<file path="config.mk">
export PLATFORM = sky130hd
export DESIGN_NAME = hazard_ctrl_unit
export DESIGN_NICKNAME = d
export VERILOG_FILES = /design/src/rtl/hazard_ctrl_unit.sv
export SDC_FILE = /design/constraint.sdc
export NUM_CORES = 1
export LEC_CHECK = 0
export ABC_AREA = 1
export BUFFER_PORTS_ARGS = -buffer_cell sky130_fd_sc_hd__buf_2
export CORE_UTILIZATION = 52
export CTS_CLUSTER_DIAMETER = 80
export DETAILED_ROUTE_END_ITERATION = 8
export PLACE_DENSITY = 0.91
export SYNTH_ARGS = -nofsm -noshare
export SYNTH_HDL_FRONTEND = slang
export SYNTH_SLANG_ARGS = --single-unit
</file>
<file path="constraint.sdc">
create_clock -name clk -period 3.1 [get_ports clk]
set_input_delay 0.93 -clock clk [delete_from_list [all_inputs] [get_ports clk]]
set_output_delay 0.93 -clock clk [all_outputs]
set_load 0.01 [all_outputs]
</file>
<file path="src/rtl/hazard_ctrl_unit.sv">
// Hazard controller for the in-order 5-stage pipeline: load-use bubbles,
// taken-branch flushes, multi-cycle EX freeze and saturating perf counters.
module hazard_ctrl_unit #(
    parameter int REG_AW         = 5,
    parameter int LOAD_USE_STALL = 1,
    parameter int BR_RESOLVE_MEM = 0,
    parameter int CNT_W          = 16
) (
    input  logic              clk,
    input  logic              rst,
    input  logic [REG_AW-1:0] id_rs1,
    input  logic [REG_AW-1:0] id_rs2,
    input  logic              id_rs1_used,
    input  logic              id_rs2_used,
    input  logic [REG_AW-1:0] idex_rd,
    input  logic              idex_we,
    input  logic              idex_mem_read,
    input  logic [REG_AW-1:0] exmem_rd,
    input  logic              exmem_we,
    input  logic              exmem_mem_read,
    input  logic              branch_taken,
    input  logic              mc_busy,
    input  logic              perf_clr,
    output logic              pc_write,
    output logic              ifid_write,
    output logic              idex_write,
    output logic              ifid_flush,
    output logic              idex_flush,
    output logic              exmem_flush,
    output logic [CNT_W-1:0]  stall_cnt,
    output logic [CNT_W-1:0]  flush_cnt
);

    typedef enum logic {
        RUN    = 1'b0,
        LSTALL = 1'b1
    } state_t;

    localparam logic [1:0]       CNT_INIT = 2'(LOAD_USE_STALL - 1);
    localparam bit               MULTI_BUBBLE = (LOAD_USE_STALL > 1);
    localparam bit               MEM_CHECK = (LOAD_USE_STALL >= 2);
    localparam bit               BR_MEM = (BR_RESOLVE_MEM != 0);
    localparam logic [CNT_W-1:0] CNT_MAX = '1;

    state_t     state, state_nxt;
    logic [1:0] cnt, cnt_nxt;
    logic       hz_ex, hz_mem, hz;
    logic       stall_ev, flush_ev;

    // Load-use match against the load in EX, and against the load in MEM
    // when there is no MEM->EX load forwarding.
    always_comb begin
        hz_ex  = idex_we & idex_mem_read & (idex_rd != '0) &
                 ((id_rs1_used & (id_rs1 == idex_rd)) |
                  (id_rs2_used & (id_rs2 == idex_rd)));
        hz_mem = exmem_we & exmem_mem_read & (exmem_rd != '0) &
                 ((id_rs1_used & (id_rs1 == exmem_rd)) |
                  (id_rs2_used & (id_rs2 == exmem_rd)));
        hz     = hz_ex | (MEM_CHECK & hz_mem);
    end

    // Prioritised control outputs and next-state; reset forces the
    // flush-everything pattern combinationally.
    always_comb begin
        pc_write    = 1'b1;
        ifid_write  = 1'b1;
        idex_write  = 1'b1;
        ifid_flush  = 1'b0;
        idex_flush  = 1'b0;
        exmem_flush = 1'b0;
        state_nxt   = state;
        cnt_nxt     = cnt;
        stall_ev    = 1'b0;
        flush_ev    = 1'b0;

        if (branch_taken) begin
            ifid_flush  = 1'b1;
            idex_flush  = 1'b1;
            exmem_flush = BR_MEM;
            state_nxt   = RUN;
            cnt_nxt     = '0;
            flush_ev    = 1'b1;
        end else if (mc_busy) begin
            pc_write    = 1'b0;
            ifid_write  = 1'b0;
            idex_write  = 1'b0;
            exmem_flush = 1'b1;
            stall_ev    = 1'b1;
        end else if (state == LSTALL) begin
            pc_write   = 1'b0;
            ifid_write = 1'b0;
            idex_flush = 1'b1;
            cnt_nxt    = cnt - 2'd1;
            if (cnt == 2'd1) begin
                state_nxt = RUN;
            end
            stall_ev   = 1'b1;
        end else if (hz) begin
            pc_write   = 1'b0;
            ifid_write = 1'b0;
            idex_flush = 1'b1;
            if (MULTI_BUBBLE) begin
                state_nxt = LSTALL;
                cnt_nxt   = CNT_INIT;
            end
            stall_ev   = 1'b1;
        end

        if (rst) begin
            pc_write    = 1'b0;
            ifid_write  = 1'b0;
            idex_write  = 1'b0;
            ifid_flush  = 1'b1;
            idex_flush  = 1'b1;
            exmem_flush = 1'b1;
        end
    end

    // FSM state and bubble down-counter.
    always_ff @(posedge clk or posedge rst) begin
        if (rst) begin
            state <= RUN;
            cnt   <= '0;
        end else begin
            state <= state_nxt;
            cnt   <= cnt_nxt;
        end
    end

    // Saturating performance counters; clear wins over increment.
    always_ff @(posedge clk or posedge rst) begin
        if (rst) begin
            stall_cnt <= '0;
            flush_cnt <= '0;
        end else if (perf_clr) begin
            stall_cnt <= '0;
            flush_cnt <= '0;
        end else begin
            if (stall_ev && (stall_cnt != CNT_MAX)) begin
                stall_cnt <= stall_cnt + 1'b1;
            end
            if (flush_ev && (flush_cnt != CNT_MAX)) begin
                flush_cnt <= flush_cnt + 1'b1;
            end
        end
    end

endmodule

</file>
# == Word level (Yosys, flattened, before mapping) ==
# Index checks and enable logic that the tools add are counted.
# totals
regBits,35
output_inout_bits,38
word_cells,57
# op_classes
n_addsub,3
n_eq_ne,6
n_mux,31
bitwise_logic,6
reduce_logical,7
# ops
cell,count
$mux 16,4
$add 16x1->16 const B,2
$ne 16x16->1 const B,2
$mux 1,24
$eq 5x5->1,2
$mux 2,3
$reduce_bool 2->1,3
$and 1x1->1,5
$reduce_bool 5->1,1
$eq 2x1->1 const B,1
$logic_and 1x1->1,2
$ne 2x2->1 const B,1
$reduce_and 2->1,1
$sub 2x1->2 const B,1
$or 1x1->1,1

# == Longest topological paths before layout ==
# Gate-level depths: netlist (run 1).
# logic_depth
word_depth,11
ltp_mapped,13

# == Least setup slack after synthesis (run 1) ==
# OpenSTA, ideal clock, no wires.
# synth_path
path_kind,input to output
startpoint,in rst
endpoint,out idex_flush
arrival_ns,2.305
required_ns,2.170
slack_ns,-0.135
stages,3
path_cell_list,inv_1 > nand2_1 > or2_2
# synth_between
elab_chain_cells,1
# synth_rtl
element,line_no,rtl
from (decl),10,"input logic rst,"
$mux 1,109,if (rst) begin
to (decl),28,"output logic idex_flush,"
# Every way passes these cells.

# == Worst setup path in the final report (run 1) ==
# layout_path
startpoint,in idex_rd[2]
endpoint,out ifid_write
# layout_between
elab_chain_cells,9
word_cells_on_any_way,13
classes_between,eq/ne (2); mux (5); bitwise (5); reduce/logical (1)
# layout_rtl
element,line_no,rtl
from (decl),15,"input logic [REG_AW-1:0] idex_rd,"
$eq 5x5->1 (on tied branches),"54, 55",
$and 1x1->1 (on tied branches),"54, 55",
$or 1x1->1,54,((id_rs1_used & (id_rs1 == idex_rd)) |
$and 1x1->1 *,53,hz_ex = idex_we & idex_mem_read & (idex_rd != '0) &
$mux 1 *,98,end else if (hz) begin
$mux 1 *,89,end else if (state == LSTALL) begin
$mux 1 *,83,end else if (mc_busy) begin
$mux 1 *,76,if (branch_taken) begin
$mux 1 *,109,
to (decl),25,"output logic ifid_write,"
# Every way passes the cells marked *; elsewhere a longest branch is shown, timed or not.

==> results.md, run 1 <==
- PwrDens: ~390 nW/µm²
- Slew Limit Fails: 0
- Grt met3 use: 6.40%
- Buffers and inverters on the worst path: 3
- Fin. Hold Viols: 0
- Io pins: between 60 and 70
- Worst vdd ir: 0.322 mV
- CTS Hold Bufs: 0
- R2r endpoint: flush_cnt[8]$_DFFE_PP0P_
- Antenna-violating nets left: 0
- Grt peak-use layer: met2
- CTS buffer count: 5
- Met2 usage: between 40% and 50%
- CTS max path bufs: 2
- Number of global-route vias before repair: 2251
- RSZ-0062 raised after global routing: no
- Status: completed
- Post-synthesis sequential area ratio: between 30 and 40%
- Routed via count: 2383
- First-pass GRT wire length: 9600 µm
- CP delay by family, top: simple AND/OR/NAND/NOR gates
- Leak pwr: between 1.5 and 2 nW
- CP Capture Type: output pin
- Postcts setup bufs: 0
- Crit path required time: 2170 ps
- Largest net degree at the start of global routing: 36
- CTS H-Tree Depth: 2
- Post-cts sizing count: 0
- Max Clk Rate: 347 MHz
- Share of layout cells above drive strength 1: 21.1%
- Critical Path Slowest Stage Cell: a21oi_1
- FP Rows: 24
- Pre-antenna DRT Iters: 4
- Die Y: a little under 70 µm
- Cell chain of the critical path: buf_2 > inv_1 > nand2_1 > nand2_1 > nor2_1 > nand3_1 > nand2_1 > nand2_1 > nand3_1 > a21oi_1 > buf_2
- Setup crit start kind: input port
- Initial drt markers: 190
- CTS root buf: clkbuf_8
- Final instance area: 2810 µm²
- Syn-to-layout area delta: 19.3%
- Worst slew margin: 69.1%
- Worst Clk Skew: 9.28 ps
- Syn_area_per_cell: 7.01 µm²
- Die width: between 60 and 70 µm
- Flop-to-flop setup slack: 950 ps
- Hold endpoint: flush_cnt[3]$_DFFE_PP0P_
- Fin Setup TNS: 0 ps
- CP peak stage delay: 180 ps
- Routability Congestion: between 0.8 and 0.9
- CP Launch Point: idex_rd[2]
- Critical path arrival: 1960 ps
- Asr flop ratio synth: 100%
- Routed wire per std cell: 11.8 µm
- CP max FO: 4
- Vias per inst: 5.28
- Final #Nets: 432
- # DRC: 0
- Post-DP HPWL: 3830 µm
- GRT Residual Overflow: 0
- Number of distinct library cells after synthesis: 34
- Net count after synthesis: between 300 and 400
- Prevailing post-synth register cell: dfrtp_1
- Hold Crit Depth: 1
- Setup Viol. Count Final: 0
- Initial core utilization: 54.1%
- Sink Count: 35
- Worst r2r path cells: 10
- Most frequent CP cell: nand2_1
- Total wire length: 5330 µm
- # port buffers: approximately 60
- Worst slew pin tran: 463 ps
- Synthesized instance count: 336
- Post-synthesis register bit count: 35
- Diodes inserted: 0
- Synthesized area: roughly 2400 µm²
- Die ar.: 4800 µm²
- Initial antenna violation count: 0
- Clock latency on the worst-skew pair: 290 ps
- Post-synth EDFFs: 0
- Reg2reg start: flush_cnt[0]$_DFFE_PP0P_
- GRT met1 Usage: roughly 29%
- All-Layer GR Usage: 24.6%
- CTS tree: done
- Final period util: 93.1%
- Clock transition at path regs: 70 ps
- Area of placed instances: 2680 µm²
- Core Region: 4350 µm²
- Post-layout min period: 2890 ps
- MaxCap Viol Count: 0
- WS Path Type: in -> out
- Worst min-delay path class: reg -> reg
- Synth Warn #: 0
- Worst Hold Launch: flush_cnt[3]$_DFFE_PP0P_
cell type report:
cell class	instances	area, µm²
inverters	38	146
well taps	52	65.1
repair buffers	64	328
clock inverters	2	60.1
multi-input cells	254	1260
flip-flops and latches	35	876
fillers	380	1540
clock buffers	6	72.6
through the flow:
step	utilization [%]	power, mW	cells	setup slack (ps)	hold WS, ps
after detailed placement	61.5	0.626	443	204	513
after floorplan	-	0.579	336	269	508
after CTS	64.5	1.12	451	199	525
final	64.5	1.11	451	215	533
after global placement	61.5	0.619	443	221	492
after global routing	64.5	1.16	451	40.6	552
metal layers:
| metal | vias to the layer above | wire length, µm |
|---|---|---|
| met5 | - | 0 |
| met4 | 0 | 96 |
| met3 | 10 | 274 |
| met2 | 84 | 2570 |
| met1 | 1086 | 2390 |
| li1 | 1203 | - |
registers in the layout (all words and copies together), names as in the netlist:
name and count:
cnt 2, flush_cnt 16, stall_cnt 16, state 1
cell usage in the layout (no fill, tap or decap):
cell type	Yosys	final
a211oi_1	2	2
a21oi_1	11	11
a221oi_1	1	1
and2_1	1	1
buf_2	1	61
buf_4	1	3
bufinv_16	0	2
clkbuf_1	3	1
clkbuf_8	2	5
clkinv_1	1	1
clkinvlp_4	0	1
dfrtp_1	35	35
ha_1	3	3
inv_1	37	36
mux2_2	1	1
nand2_1	97	97
nand2_2	2	2
nand2_4	1	1
nand3_1	39	39
nand3_4	1	1
nand3b_1	1	1
nand4_1	6	6
nand4_2	1	1
nand4_4	1	1
nor2_1	44	44
nor2_2	2	2
nor2_4	2	2
nor3_1	9	9
nor3b_1	1	1
o211a_1	1	1
o21ai_0	12	12
o31ai_1	2	2
or2_2	1	1
xnor2_1	2	2
xor2_1	10	10
logic make-up after synthesis:
logic type      count (synthesis)  synth area share, %
compound gates                 29                 6.96
xor+xnor                       12                 4.46
fa+ha+maj                       3                 1.59
buf+inv                        47                 9.19
flops                          35                 37.2
mux                             1                0.478
simple gates                  209                 40.1
synthesized netlist by cell type (all sizes together), types with 3 or more instances:
cell type / n / area (µm²)
nand3: 40 / 213
a21oi: 11 / 55.1
nand2: 100 / 388
dfrtp: 35 / 876
nor3: 9 / 45.0
inv: 37 / 139
ha: 3 / 37.5
buf: 4 / 35.0
nand4: 8 / 71.3
o21ai: 12 / 60.1
clkbuf: 5 / 38.8
nor2: 48 / 200
xor2: 10 / 87.6
report_power, final:
part / internal, mW / leakage, nW / total (mW) / switching (mW)
clock network: 0.322 / 0.0654 / 0.489 / 0.168
registers: 0.469 / 0.483 / 0.483 / 0.0142
logic: 0.0489 / 0.971 / 0.133 / 0.0843
total: 0.839 / 1.52 / 1.11 / 0.266
worst reg2reg max path, cell delays in order (launching register included):
cell,delay [ps]
dfrtp_1,430
ha_1,220
nand3_1,130
nor3_1,210
nand3_1,100
nand2_1,370
inv_1,170
nand2_1,110
nor2_1,80
o21ai_0,150
a21oi_1,50
how the worst max path moves through the flow:
stage          slack [ps]    endpoint  cells past startpoint
2_1_floorplan         270  idex_flush                      3
3_3_place_gp          220  ifid_write                     11
3_5_place_dp          200  ifid_write                     11
4_1_cts               200  ifid_write                     11
5_1_grt                40  ifid_write                     11
6_report              210  ifid_write                     11
No activity file was read; power rests on OpenSTA's default activity.
==> run 2, diff against run 1 <==
--- a/config.mk
+++ b/config.mk
@@ -7,6 +7,7 @@
 export LEC_CHECK = 0
 export ABC_AREA = 1
 export BUFFER_PORTS_ARGS = -buffer_cell sky130_fd_sc_hd__buf_2
+export CORE_ASPECT_RATIO = 1.5
 export CORE_UTILIZATION = 52
 export CTS_CLUSTER_DIAMETER = 80
 export DETAILED_ROUTE_END_ITERATION = 8
==> results.md, run 2 (synthesis results as in run 1) <==
- Fin. Hold Viols: 0
- Vias per inst: 5.47
- Antenna-violating nets left: 0
- First-pass GRT wire length: 9470 µm
- Worst min-delay path class: reg -> reg
- Core Region: ~4300 µm²
- CTS buffer count: 5
- GRT Residual Overflow: 0
- CTS root buf: clkbuf_8
- Fillcell total: 372
- Tot Pwr: 0.991 mW
- Routability Congestion: 0.820
- Worst slew pin tran: 450 ps
- Number of global-route vias before repair: about 2.4k
- CTS Hold Bufs: 0
- CP Launch Point: idex_rd[2]
- Setup crit start kind: input port
- All-Layer GR Usage: 24.7%
- Most frequent cells in the layout: nand2_1 (97), buf_2 (61), nor2_1 (44)
- Failing checks: design-rule violations
- Worst Clk Skew: 2.32 ps
- Clock transition at path regs: about 70 ps
- CP peak stage delay: 190 ps
- Pre-antenna DRT Iters: 7
- MaxCap Viol Count: 0
- Clock latency on the worst-skew pair: approximately 290 ps
- Share of layout cells above drive strength 1: 21.1%
- Cell chain of the critical path: buf_2 > inv_1 > nand2_1 > nand2_1 > nor2_1 > nand3_1 > nand2_1 > nand2_1 > nand3_1 > a21oi_1 > buf_2
- Pre-CTS setup slack: 204 ps
- Top Registers: flush_cnt (16), stall_cnt (16), cnt (2)
- Post-route setup slack: 188 ps
- Critical Path Slowest Stage Cell: a21oi_1
- Min Hold Slack: between 500 and 600 ps
- Crit path required time: roughly 2200 ps
- CP delay by family, top: simple AND/OR/NAND/NOR gates
- Postcts setup bufs: 0
- Max Clk Rate: 343 MHz
- Initial antenna violation count: 0
- CTS H-Tree Depth: 2
- CTS max path bufs: 2
- CP max FO: 4
- Die Y: 84.4 µm
- Post-layout min period: 2910 ps
- # DRC: 6
- Status: finished, violations left
- Routed wire per std cell: 12.5 µm
- Critical path arrival: about 2000 ps
- Die width: 56.9 µm
- Post-DP HPWL: 3940 µm
- Slew Limit Fails: 0
- WS Path Type: in -> out
- RSZ-0062 raised after global routing: no
- Worst slew margin: 70.0%
- Util after Layout: about 65%
- Final period util: around 94%
- Routed via count: 2436
- Diodes inserted: 0
- Fin Setup TNS: 0 ps
- Worst vdd ir: ~0.28 mV
- Leak pwr: 1.51 nW
- # port buffers: between 60 and 70
- Sink Count: 35
- Buffers and inverters on the worst path: 3
- Initial core utilization: 55.0%
- Final #Nets: ~430
- Largest net degree at the start of global routing: 36
- CTS tree: done
- Placed insts: 437
- Final Non-Filler Cells: 445
- FP Rows: 29
- Io pins: 69
- Setup Viol. Count Final: 0
- FF+latch area: 876 µm²
- Most frequent CP cell: nand2_1
- Syn-to-layout area delta: 17.6%
- Total wire length: 5580 µm
- Initial drt markers: 152
- Commonest non-fill, non-tap cell in the layout: nand2_1
- Worst Hold Launch: flush_cnt[3]$_DFFE_PP0P_
- Reg2reg start: flush_cnt[0]$_DFFE_PP0P_
- CP Capture Type: output pin
- Post-cts sizing count: 0
- Final instance area: between 2000 and 3000 µm²
- Area of placed instances: between 2000 and 3000 µm²
- Multi-input logic area: 1260 µm²
- PwrDens: 358 nW/µm²
- Die ar.: 4810 µm²
[run 2: cell count changes in the layout (fill, tap and decap cells not counted), sizes merged]
cell / before / now
bufinv: 2 / 0
clkbuf: 6 / 8
[run 2: final cells by class]
cell class | instances | share of cell area, %
Multi-Input combinational cell | 254 | 45.6
Sequential cell | 35 | 31.6
Timing Repair Buffer | 64 | 11.8
Inverter | 38 | 5.28
Clock buffer | 8 | 3.61
Tap cell | 46 | 2.08
[run 2: power by group]
| part | leakage [nW] | switching [mW] | internal (mW) |
|---|---|---|---|
| registers | 0.483 | 0.0157 | 0.469 |
| clock network | 0.0515 | 0.169 | 0.203 |
| logic | 0.971 | 0.0854 | 0.0493 |
[run 2: per-layer routing]
layer	vias up	part of all wire, %	track usage [%]
met5	-	0	0
met4	0	2.0	13.1
met3	12	4.6	4.78
met2	81	53	44.5
met1	1144	40	26.5
li1	1199	-	-
[run 2: worst paths after layout]
kind | endpoint | slack, ps | depth (start not counted)
max in group asynchronous | stall_cnt[11]$_DFFE_PP0P_ | 2000 | 3
max reg2reg | flush_cnt[8]$_DFFE_PP0P_ | 940 | 10
max | ifid_write | 190 | 11
min reg2reg | flush_cnt[3]$_DFFE_PP0P_ | 520 | 1
min in group asynchronous | state$_DFFE_PP0N_ | 780 | 3
min | flush_cnt[3]$_DFFE_PP0P_ | 520 | 1
==> run 3, diff against run 2 <==
--- a/config.mk
+++ b/config.mk
@@ -8,10 +8,12 @@
 export ABC_AREA = 1
 export BUFFER_PORTS_ARGS = -buffer_cell sky130_fd_sc_hd__buf_2
 export CORE_ASPECT_RATIO = 1.5
+export CORE_MARGIN = 8
 export CORE_UTILIZATION = 52
 export CTS_CLUSTER_DIAMETER = 80
 export DETAILED_ROUTE_END_ITERATION = 8
-export PLACE_DENSITY = 0.91
+export GPL_TIMING_DRIVEN = 0
+export PLACE_DENSITY_LB_ADDON = 0.15
 export SYNTH_ARGS = -nofsm -noshare
 export SYNTH_HDL_FRONTEND = slang
 export SYNTH_SLANG_ARGS = --single-unit
==> results.md, run 3 (synthesis results as in run 1) <==
- GRT Residual Overflow: 0
- CTS tree: done
- Final #Nets: 439
- # port buffers: 61
- Fin Setup TNS: 0 ps
- Worst r2r path cells: 11
- # DRC: 0
- Number of global-route vias before repair: 2357
- Routability Congestion: 0.847
- Die Y: 98.4 µm
- Crit path required time: 2170 ps
- Top Registers: flush_cnt (16), stall_cnt (16), cnt (2)
- Critical path arrival: roughly 2000 ps
- Met2 usage: 34.8%
- FP Rows: 30
- Slew Limit Fails: 0
- Die width: ~71 µm
- MaxCap Viol Count: 0
- PwrDens: 354 nW/µm²
- Multi-input logic area: 1270 µm²
- Vias per inst: 5.29
- First-pass GRT wire length: about 10000 µm
- Diodes inserted: 0
- Clock latency on the worst-skew pair: 300 ps
- Pre-antenna DRT Iters: 4
- RSZ-0062 raised after global routing: no
- Fin. Hold Viols: 0
- CTS buffer count: 5
- Initial antenna violation count: 0
- CTS max path bufs: 2
- CTS Hold Bufs: 0
- Worst vdd ir: about 0.27 mV
- GRT met1 Usage: 16.2%
- WS Path Type: in -> out
- Status: completed
- Leak pwr: 1.53 nW
- Worst slew margin: between 40% and 50%
- Most frequent cells in the layout: nand2_1 (97), buf_2 (62), nor2_1 (44)
- Min Hold Slack: 536 ps
- Post-DP HPWL: 4630 µm
- Worst Clk Skew: 7.87 ps
- CP Capture Type: output pin
- Syn-to-layout area delta: 20.5%
- Share of layout cells above drive strength 1: 22.2%
- Total wire length: 6110 µm
- Routed wire per std cell: 13.5 µm
- FF+latch area: 876 µm²
- Area of placed instances: 2720 µm²
- Max Clk Rate: 341 MHz
- All-Layer GR Usage: 17.9%
- Post-layout min period: 2930 ps
- Clock transition at path regs: 70 ps
- Grt met3 use: 4.88%
- CTS root buf: clkbuf_8
- Hold Crit Depth: 1
- Worst min-delay path class: reg -> reg
- Routed via count: 2401
- Post-route setup slack: about 170 ps
- CP max FO: 4
- Core Region: 4430 µm²
- CTS H-Tree Depth: 2
- Setup Viol. Count Final: 0
- Grt peak-use layer: met2
- Worst slew pin tran: roughly 800 ps
- Pre-CTS setup slack: -123 ps
- Antenna-violating nets left: 0
- Largest net degree at the start of global routing: 19
- Initial core utilization: 53.2%
- Fillcell total: 419
- Setup crit start kind: input port
- Final period util: between 90% and 100%
- Initial drt markers: 156
- Io pins: 69
- Postcts setup bufs: 0
- Die ar.: 6980 µm²
- Final instance area: 2840 µm²
- Commonest non-fill, non-tap cell in the layout: nand2_1
- Sink Count: 35
## run 3: cell types whose count changed in the layout (fill, tap and decap cells not counted), sizes merged
| cell | previous run | this run |
|---|---|---|
| buf | 64 | 65 |
| clkbuf | 8 | 13 |
| clkinvlp | 1 | 2 |
## run 3: worst max-delay path, cell delays in order
cell and delay (ps):
buf_2 100, inv_1 90, nand2_1 60, nand2_1 50
nor2_1 40, nand3_1 70, nand2_1 50, nand2_1 100
nand3_2 120, a21oi_2 150, buf_4 110, buf_2 110
## run 3: path summary, 6_finish.rpt
kind	slack [ps]	from	end
worst min register to register	540	flush_cnt[4]$_DFFE_PP0P_	flush_cnt[4]$_DFFE_PP0P_
worst max register to register	1150	stall_cnt[0]$_DFFE_PP0P_	stall_cnt[1]$_DFFE_PP0P_
max in group asynchronous	1890	rst	cnt[1]$_DFFE_PP0P_
worst max-delay path	170	idex_rd[2]	pc_write
worst min-delay path	540	flush_cnt[4]$_DFFE_PP0P_	flush_cnt[4]$_DFFE_PP0P_
min in group asynchronous	680	rst	stall_cnt[12]$_DFFE_PP0P_
## run 3: final cells by class
type | count | area share [%]
Multi-Input combinational cell | 254 | 44.8
Inverter | 38 | 5.16
Tap cell | 48 | 2.12
Clock buffer | 8 | 3.53
Sequential cell | 35 | 30.9
Timing Repair Buffer | 61 | 10.8
Timing Repair inverter | 1 | 0.176
Buffer | 9 | 2.60
## run 3: repair_timing
item	in CTS	in global routing
gates resized for setup	0	2
gates cloned	1	0
setup endpoints to repair	2	1
## run 3: routing by layer
layer | vias up | routed length (µm)
met5 | - | 0
met4 | 0 | 125
met3 | 12 | 303
met2 | 52 | 3370
met1 | 1115 | 2310
li1 | 1222 | -
## run 3: where the power goes
part | switching, mW | internal (mW) | leakage [nW]
sequential | 0.0140 | 0.469 | 0.483
combinational | 0.0896 | 0.0552 | 0.999
clock | 0.174 | 0.203 | 0.0515
total | 0.278 | 0.727 | 1.53
## run 3: per-stage QoR
stage | total power [mW] | instances | util [%]
after floorplan | 0.579 | 336 | -
after CTS | 1.01 | 454 | 63.9
final | 1.00 | 454 | 64.1
after detailed placement | 0.636 | 445 | 61.5
after global routing | 1.05 | 454 | 64.1
after global placement | 0.632 | 445 | 61.5
